--- src/rtl/i2c_regmem_read_prefetch.sv ---
// ---------------------------------------------------------------------------
// i2c_regmem_read_prefetch
//
// Read-side sequencer between the I2C slave byte engine and the read port of
// the register mirror memory. A byte pointer loaded by the I2C master is
// auto-incremented, and bytes are pre-fetched into a small FIFO so that the
// next byte is ready before the slave engine asks for it. The memory has a
// fixed read latency with no handshake. A valid-bit shift register tracks
// outstanding reads, so returns issued before a pointer reload can be dropped.
//
// Ports
//   iClk        system clock, rising edge
//   iRst_n      asynchronous active-low reset
//   iPtrLoad    strobe: load ivPtr as the new read pointer (flushes FIFO)
//   ivPtr       new pointer value, sampled with iPtrLoad
//   iRdReq      strobe: consume the head byte
//   ovRdData    head byte, valid while oRdRdy=1 (0 otherwise)
//   oRdRdy      FIFO not empty
//   ovHeadAddr  byte address of ovRdData
//   oUnderflow  one-cycle pulse after an iRdReq that found the FIFO empty
//   ovMemAddr   registered read address to the memory
//   ivMemData   memory read data, RD_LAT clocks after ovMemAddr
// ---------------------------------------------------------------------------
module i2c_regmem_read_prefetch #(
   parameter int ADDR_W = 12,
   parameter int RD_LAT = 2,
   parameter int DEPTH  = 2
) (
   input  logic              iClk,
   input  logic              iRst_n,
   input  logic              iPtrLoad,
   input  logic [ADDR_W-1:0] ivPtr,
   input  logic              iRdReq,
   output logic [7:0]        ovRdData,
   output logic              oRdRdy,
   output logic [ADDR_W-1:0] ovHeadAddr,
   output logic              oUnderflow,
   output logic [ADDR_W-1:0] ovMemAddr,
   input  logic [7:0]        ivMemData
);

   localparam int IDX_W = (DEPTH > 1) ? $clog2(DEPTH) : 1;
   localparam int CNT_W = $clog2(DEPTH + 1);
   localparam int CR_W  = $clog2(DEPTH + RD_LAT + 3);

   typedef enum logic [1:0] {S_IDLE, S_FILL, S_READY} state_t;

   state_t            r_state;
   state_t            w_next_state;
   logic [ADDR_W-1:0] r_fetch_ptr;
   logic [ADDR_W-1:0] r_mem_addr;
   logic [ADDR_W-1:0] r_head_addr;
   // Bit 0 is set on the edge a fetch is issued (address visible that
   // cycle); bit RD_LAT is set while the matching ivMemData is valid.
   logic [RD_LAT:0]   r_vld;
   logic [7:0]        r_fifo [DEPTH];
   logic [IDX_W-1:0]  r_wr_idx;
   logic [IDX_W-1:0]  r_rd_idx;
   logic [CNT_W-1:0]  r_count;
   logic              r_underflow;

   logic              w_rdy;
   logic              w_consume;
   logic              w_return;
   logic              w_issue;
   logic [CR_W-1:0]   w_inflight;
   logic [CR_W-1:0]   w_credit;
   logic [CR_W-1:0]   w_credit_after_pop;
   logic [CR_W-1:0]   w_next_credit;

   function automatic logic [IDX_W-1:0] f_idx_inc(input logic [IDX_W-1:0] v);
      return (v == IDX_W'(DEPTH - 1)) ? '0 : v + IDX_W'(1);
   endfunction

   // Credit accounting: FIFO entries plus outstanding reads never exceed
   // DEPTH, so a returning byte always finds a free slot. A read consumed
   // this cycle frees its slot immediately, letting a fetch issue on the
   // same edge and keeping back-to-back reads gap-free once DEPTH covers
   // the round trip.
   // NOTE: combinational blocks use blocking '=' and assign every output a
   // default first, so no path through the block leaves a value held (which
   // would infer a latch).
   always_comb begin
      w_rdy      = (r_count != '0);
      w_consume  = iRdReq & w_rdy & ~iPtrLoad;
      w_return   = r_vld[RD_LAT];
      w_inflight = '0;
      for (int i = 0; i <= RD_LAT; i++) begin
         w_inflight = w_inflight + CR_W'(r_vld[i]);
      end
      w_credit           = CR_W'(r_count) + w_inflight;
      w_credit_after_pop = w_credit - CR_W'(w_consume);
      w_issue            = (r_state != S_IDLE) && !iPtrLoad &&
                           (w_credit_after_pop < CR_W'(DEPTH));
      w_next_credit      = w_credit_after_pop + CR_W'(w_issue);
   end

   always_comb begin
      w_next_state = r_state;
      if (iPtrLoad) begin
         w_next_state = S_FILL;
      end else if (r_state != S_IDLE) begin
         w_next_state = (w_next_credit == CR_W'(DEPTH)) ? S_READY : S_FILL;
      end
   end

   // NOTE: clocked state uses non-blocking '<=' so every register samples
   // the pre-edge values regardless of statement order.
   always_ff @(posedge iClk or negedge iRst_n) begin
      if (!iRst_n) begin
         r_state     <= S_IDLE;
         r_fetch_ptr <= '0;
         r_mem_addr  <= '0;
         r_head_addr <= '0;
         r_vld       <= '0;
         r_wr_idx    <= '0;
         r_rd_idx    <= '0;
         r_count     <= '0;
         r_underflow <= 1'b0;
      end else begin
         r_state <= w_next_state;
         if (iPtrLoad) begin
            // The load edge itself issues the fetch of ivPtr and wipes all
            // older in-flight reads, so stale returns never reach the FIFO.
            r_mem_addr  <= ivPtr;
            r_fetch_ptr <= ivPtr + ADDR_W'(1);
            r_head_addr <= ivPtr;
            r_vld       <= {{RD_LAT{1'b0}}, 1'b1};
            r_wr_idx    <= '0;
            r_rd_idx    <= '0;
            r_count     <= '0;
            r_underflow <= 1'b0;
         end else begin
            r_vld <= {r_vld[RD_LAT-1:0], w_issue};
            if (w_issue) begin
               r_mem_addr  <= r_fetch_ptr;
               r_fetch_ptr <= r_fetch_ptr + ADDR_W'(1);
            end
            if (w_return) begin
               r_wr_idx <= f_idx_inc(r_wr_idx);
            end
            if (w_consume) begin
               r_rd_idx    <= f_idx_inc(r_rd_idx);
               r_head_addr <= r_head_addr + ADDR_W'(1);
            end
            r_count     <= r_count + CNT_W'(w_return) - CNT_W'(w_consume);
            r_underflow <= iRdReq & ~w_rdy;
         end
      end
   end

   // NOTE: the FIFO storage has no reset; occupancy is governed by r_count
   // and the read port is gated while empty, so stale contents never leak.
   always_ff @(posedge iClk) begin
      if (!iPtrLoad && w_return) begin
         r_fifo[r_wr_idx] <= ivMemData;
      end
   end

   assign ovRdData   = w_rdy ? r_fifo[r_rd_idx] : 8'h00;
   assign oRdRdy     = w_rdy;
   assign ovHeadAddr = r_head_addr;
   assign oUnderflow = r_underflow;
   assign ovMemAddr  = r_mem_addr;

endmodule

--- config.mk ---
export PLATFORM = sky130hd
export DESIGN_NAME = i2c_regmem_read_prefetch
export DESIGN_NICKNAME = d
export VERILOG_FILES = /design/src/rtl/i2c_regmem_read_prefetch.sv
export SDC_FILE = /design/constraint.sdc
export NUM_CORES = 1
export LEC_CHECK = 0
export CAP_MARGIN = 20
export CORE_MARGIN = 1
export CORE_UTILIZATION = 35
export CTS_CLUSTER_SIZE = 14
export DETAILED_ROUTE_END_ITERATION = 12
export PLACE_DENSITY = 0.6
export SYNTH_ARGS = -nofsm -noshare
export SYNTH_HDL_FRONTEND = slang
export SYNTH_SLANG_ARGS = --single-unit
export TNS_END_PERCENT = 100
--- constraint.sdc ---
create_clock -name iClk -period 6.9 [get_ports iClk]
set_input_delay 1.725 -clock iClk [delete_from_list [all_inputs] [get_ports iClk]]
set_output_delay 1.725 -clock iClk [all_outputs]
set_load 0.02 [all_outputs]
Yosys cells after proc, flatten, opt, wreduce, memory -nomap -nowiden. Memories as Yosys holds them, arrays and structs flattened. Index checks and enable logic that the tools add are counted.

Bits in registers: 46. Latch bits: 0. RAM bits: 16. Memory bits (read-only): 0. Input bits: 24. Logic and storage cells: 60. Memories: 1.

Add/subtract/negate cells: 12. $mul: 0. Div/mod/pow operators: 0. $lt $le $gt $ge: 1. Equal/unequal tests: 1. Shift-type cells: 0. Mux-type cells: 21. Bitwise gates (word level): 5. Reductions and logical operators: 10.

Memories: r_fifo (depth 2, width 8, read ports 1, clocked after Yosys merged registers in 0, wr ports 1, RTL line 56) `logic [7:0] r_fifo [DEPTH];`.

Operators by type and width (number): 12-bit two-way mux (6); 12-bit by 1-bit adder with 12-bit output (second input constant) (3); 2-bit nonzero test (6); 1-bit two-way mux (9); 2-bit two-way mux (4); 8-bit two-way mux (1); 2-bit by 1-bit adder with 3-bit output (1); 2-bit by 3-bit adder with 3-bit output (1); 3-bit by 1-bit adder with 3-bit output (1); 1-bit AND (3); 3-bit by 2-bit equality test with 1-bit output (second input constant) (1); 1-bit logical AND (3); 3-bit by 2-bit < comparator with 1-bit output (second input constant) (1); 3-bit two-way mux (1); 3-bit by 1-bit subtractor with 3-bit output (1); 1-bit adder (second input constant) (2); 1-bit by 1-bit adder with 2-bit output (1); 2-bit by 1-bit adder with 2-bit output (1); 1-bit inverter (2); 2-bit by 1-bit subtractor with 2-bit output (1); 1-bit zero test (1).

Longest topological paths before layout.
Depth in word-level cells: 11. Mapped depth: 21. Depth with buffers taken out: 16.

Least setup slack after synthesis. Ideal clock, no wire load.

Kind: input to register. Start point: input iPtrLoad. End point: register r_state[1]. Arrival: 5.478 ns. Required time: 6.828 ns. Slack: 1.350 ns. Stages: 21. Buffers on the path: 5. Path through: buf_6 clkbuf_1 inv_1 clkbuf_1 and2_1 ha_1 fa_1 inv_1 ha_1 inv_1 fa_1 nand2b_1 or3_1 inv_1 buf_2 buf_2 ha_1 ha_1 xnor2_1 nand3_1 nor2_1.

Cells in the longest elaborated chain, start to end: 10.

Ends and longest elaborated chain: from (decl) (RTL line 31) `input logic iPtrLoad,`; 1-bit inverter (RTL line 85) `w_consume = iRdReq & w_rdy & ~iPtrLoad;`; 1-bit AND (RTL line 85); 3-bit by 1-bit subtractor with 3-bit output (RTL line 92) `w_credit_after_pop = w_credit - CR_W'(w_consume);`; 3-bit by 2-bit < comparator with 1-bit output (RTL line 94) `(w_credit_after_pop < CR_W'(DEPTH));`; 1-bit logical AND (RTL line 93) `w_issue = (r_state != S_IDLE) && !iPtrLoad &&`; 3-bit by 1-bit adder with 3-bit output (RTL line 95) `w_next_credit = w_credit_after_pop + CR_W'(w_issue);`; 3-bit by 2-bit equality test with 1-bit output (RTL line 103) `w_next_state = (w_next_credit == CR_W'(DEPTH)) ? S_READY : S_FILL;`; 2-bit two-way mux (RTL line 103); 2-bit two-way mux (RTL line 102) `end else if (r_state != S_IDLE) begin`; 2-bit two-way mux (RTL line 100) `if (iPtrLoad) begin`; to (signal assigned) (RTL line 121) `r_state <= w_next_state;`; to (decl) (RTL line 48) `state_t r_state;`.

Several ways; a longest one is shown, not always the timed one. The select of a mux whose other input is x is not followed. A chain may end at the register's enable or synchronous reset.

Worst setup path after layout.
Start point: input iRdReq. End point: register r_state[1].

Cells in the longest elaborated chain, start to end: 10.

Ends and longest elaborated chain: from (decl) (RTL line 33) `input logic iRdReq,`; 1-bit AND (*) (2 in a row) (RTL line 85); 3-bit by 1-bit subtractor with 3-bit output (*) (RTL line 92); 3-bit by 2-bit < comparator with 1-bit output (RTL line 94); 1-bit logical AND (RTL line 93); 3-bit by 1-bit adder with 3-bit output (*) (RTL line 95); 3-bit by 2-bit equality test with 1-bit output (*) (RTL line 103); 2-bit two-way mux (*) (RTL line 103); 2-bit two-way mux (*) (RTL line 102); 2-bit two-way mux (*) (RTL line 100).

Every way passes the cells marked *; elsewhere a longest branch is shown, timed or not. The select of a mux whose other input is x is not followed.

==> results.cfg <==
[outcome]
status = complete, but fails checks
violations = design-rule violations

[global_route]
busiest_layer = met2
grt_usage = 0.1612
grt_overflow = 0
met2_usage = 0.2373
grtUsageMet3 = 0.04366
antenna_found_initial = 0
grt_start_max_net_pins = 50
gr-usage-met1 = 0.2233
grt_pass1_vias = 2393
grt_pass1_wl_mm = 11.90

[sta]
rsz0062_at_grt = false
hold_violations = 0
final-setup-viol-count = 0
fmax_ghz = 0.1754
setup_tns_ns = 0
fin_crit_ns = 5.701
slew_violations = 0
skew_ns = 0.008474
slew_headroom = 0.3914
fin_crit_sh = 0.8262
tightest_slew_ns = 0.9129

[routing]
first_iter_violations = 125
routed_via_density = 4.952
drtAntennaViolNets = 0
dr.pass1.iters = 8
dr_total_vias = 2397
finalWirelength_mm = 7.042
wl_per_cell_um = 14.55
drc = 12

[setup_path]
worst_path_most_repeated_cell = ha_1
critPathLaunchType = input pin
crit_path_cell_trace = clkdlybuf4s50_1, o21a_1, and2_1, ha_1, fa_1, inv_1, ha_1, inv_1, fa_1, nand2b_1, or3_1, inv_1, buf_4, ha_1, ha_1, xnor2_1, nand3_1, nor2_1
arrival_ns = 5.98
crit_fanout = 22
required_ns = 7.17
cp_slowest_cell = or3_1
crit_start = iRdReq
end_kind = flop
slowest_delay_ns = 0.57
reg2reg_from = r_count[1]
critPathKind = in2reg

[worst_hold_path]
worstHoldPathType = reg2reg
hold_path_startpoint = ovMemAddr[1]

[die]
initial_core_util = 0.3647
die_y_um = 97.80
io_pins = 58
rows = 34
dieArea_mm2 = 0.009564
placeableCoreArea_mm2 = 0.008806
die_w_um = 97.80

[cts]
h-tree-depth = 3
post-cts-setup-buffers = 0
cts_resized = 0
cts.reportedPaths.clkPinSlew_ns = 0.07
cts_tree = done
cts_buffers = 9
clkSinkCount = 62
holdBufCountCts = 0
cts_max_path_buffers = 2
cts-root-buf = clkbuf_8
clk_latency_ns = 0.34

[yosys]
async_flop_share = 0.7419
yosysTopAreaCellShare = 0.3584
syn_nets = 346
syn_area_mm2 = 0.003212
ys_warn_count = 0
yosys.area.top_type = dfrtp_1
syn_inst = 311
synthFlopType = dfrtp_1
synth_enable_flop_cells = 16
synth_commonest_cells = dfrtp_1, nor2_1, nand2_1
synth_area_leaders = dfrtp_1, edfxtp_1, xor2_1
syn-mean-instance-area_um2 = 10.33
synth_most_common_cell = dfrtp_1
yosysSeqAreaShare = 0.5080
ys_seq_elements = 62
synth.distinct_cells = 37

[cells_and_area]
seq_area_mm2 = 0.001632
fillerInstances = 844
multi_input_area_mm2 = 0.001469
n_antenna_cell = 0
fin_cells = 484
fin_util = 0.4650
finish.net_count = 406
drive_gt1_frac = 0.08511
stdcell_area_mm2 = 0.004095
synthToLayoutAreaGrowth_pct = 27.50

[pwr]
leakage_uw = 0.001673
ir_worst_vdd_uv = 144.6
powerDensity_mw_per_mm2 = 312.6

[place]
place_area_mm2 = 0.003871
dp.cells = 466
gp_congestion = 0.8118
dpl.hpwl_mm = 5.010
port_buffers = 57

[run]
cap_violations = 0
[critical path, delay by kind of cell]
family | cells | cell delay [ns]
xor gates and xnor gates | 1 | 0.15
AOI/OAI and AO/OA | 1 | 0.39
adders and majority gates | 6 | 1.68
and+or+nand+nor | 5 | 1.06
buffers and inverters | 5 | 0.96
[cell families (layout without fill, tap and decap cells)]
logic type | Yosys count | after routing | synth area share
AO/OA/AOI/OAI | 31 | 31 | 0.05805
XOR/XNOR | 35 | 35 | 0.09544
adder cells (fa/ha/maj) | 11 | 11 | 0.04753
buffers and inverters | 27 | 92 | 0.03467
flip-flops | 62 | 62 | 0.5080
multiplexers | 24 | 24 | 0.07752
AND/OR/NAND/NOR | 121 | 121 | 0.1788
[cell usage in the layout (no fill, tap or decap), types with 7 or more instances in the layout]
master	instances
xnor2_1	15
nor2_1	41
mux2i_1	17
a31oi_1	11
xor2_1	20
ha_1	9
nand2_1	38
edfxtp_1	16
and3_1	7
mux2_2	7
clkdlybuf4s50_1	55
inv_1	14
clkbuf_8	9
nand3_1	8
o21ai_0	11
dfrtp_1	46
nand4_1	11
[report_power, final]
part | internal [uW] | switching [uW] | total, uW
clock network | 167 | 150 | 317
logic | 209 | 252 | 461
registers | 441 | 62.0 | 503
[routing by layer]
| metal | vias to the layer above | share of wire |
|---|---|---|
| met1 | 1147 | 0.50 |
| met4 | 0 | 0.014 |
| li1 | 1191 | - |
| met2 | 50 | 0.44 |
| met5 | - | 0 |
| met3 | 9 | 0.049 |
[area by class of cell]
cell class / instances / area share
clock buffers: 9 / 0.03025
repair buffers: 62 / 0.1485
inverters: 14 / 0.01283
clock inverters: 7 / 0.01833
well taps: 108 / 0.03300
flip-flops and latches: 62 / 0.3984
multi-input cells: 222 / 0.3587
[flip-flops by register name, indices dropped and copies added (netlist names)]
name         flops
r_wr_idx         1
r_rd_idx         1
r_state          2
ovHeadAddr      12
oUnderflow       1
r_fifo          16
r_vld            3
r_fetch_ptr     12
r_count          2
ovMemAddr       12
[stage by stage]
step	total power (uW)	setup WS, ns	hold WS, ns
6_report	1280	1.199	0.5198
5_1_grt	1367	0.9477	0.5371
4_1_cts	1294	1.205	0.5274
3_5_place_dp	972.6	0.8651	0.5004
3_3_place_gp	960.1	0.9698	0.4749
2_1_floorplan	789.7	1.350	0.4488
[path summary, 6_finish.rpt]
| path | slack (ns) | depth (start not counted) | endpoint |
|---|---|---|---|
| worst min-delay path | 0.52 | 1 | ovMemAddr[1] |
| worst max-delay path | 1.20 | 18 | r_state[1] |
| min in group asynchronous | 1.22 | 1 | ovHeadAddr[10] |
| worst min register to register | 0.52 | 1 | ovMemAddr[1] |
| worst max register to register | 2.63 | 17 | r_state[1] |
| max in group asynchronous | 5.20 | 2 | r_fetch_ptr[1] |
Note: power is estimated with default switching activity, not from simulation.
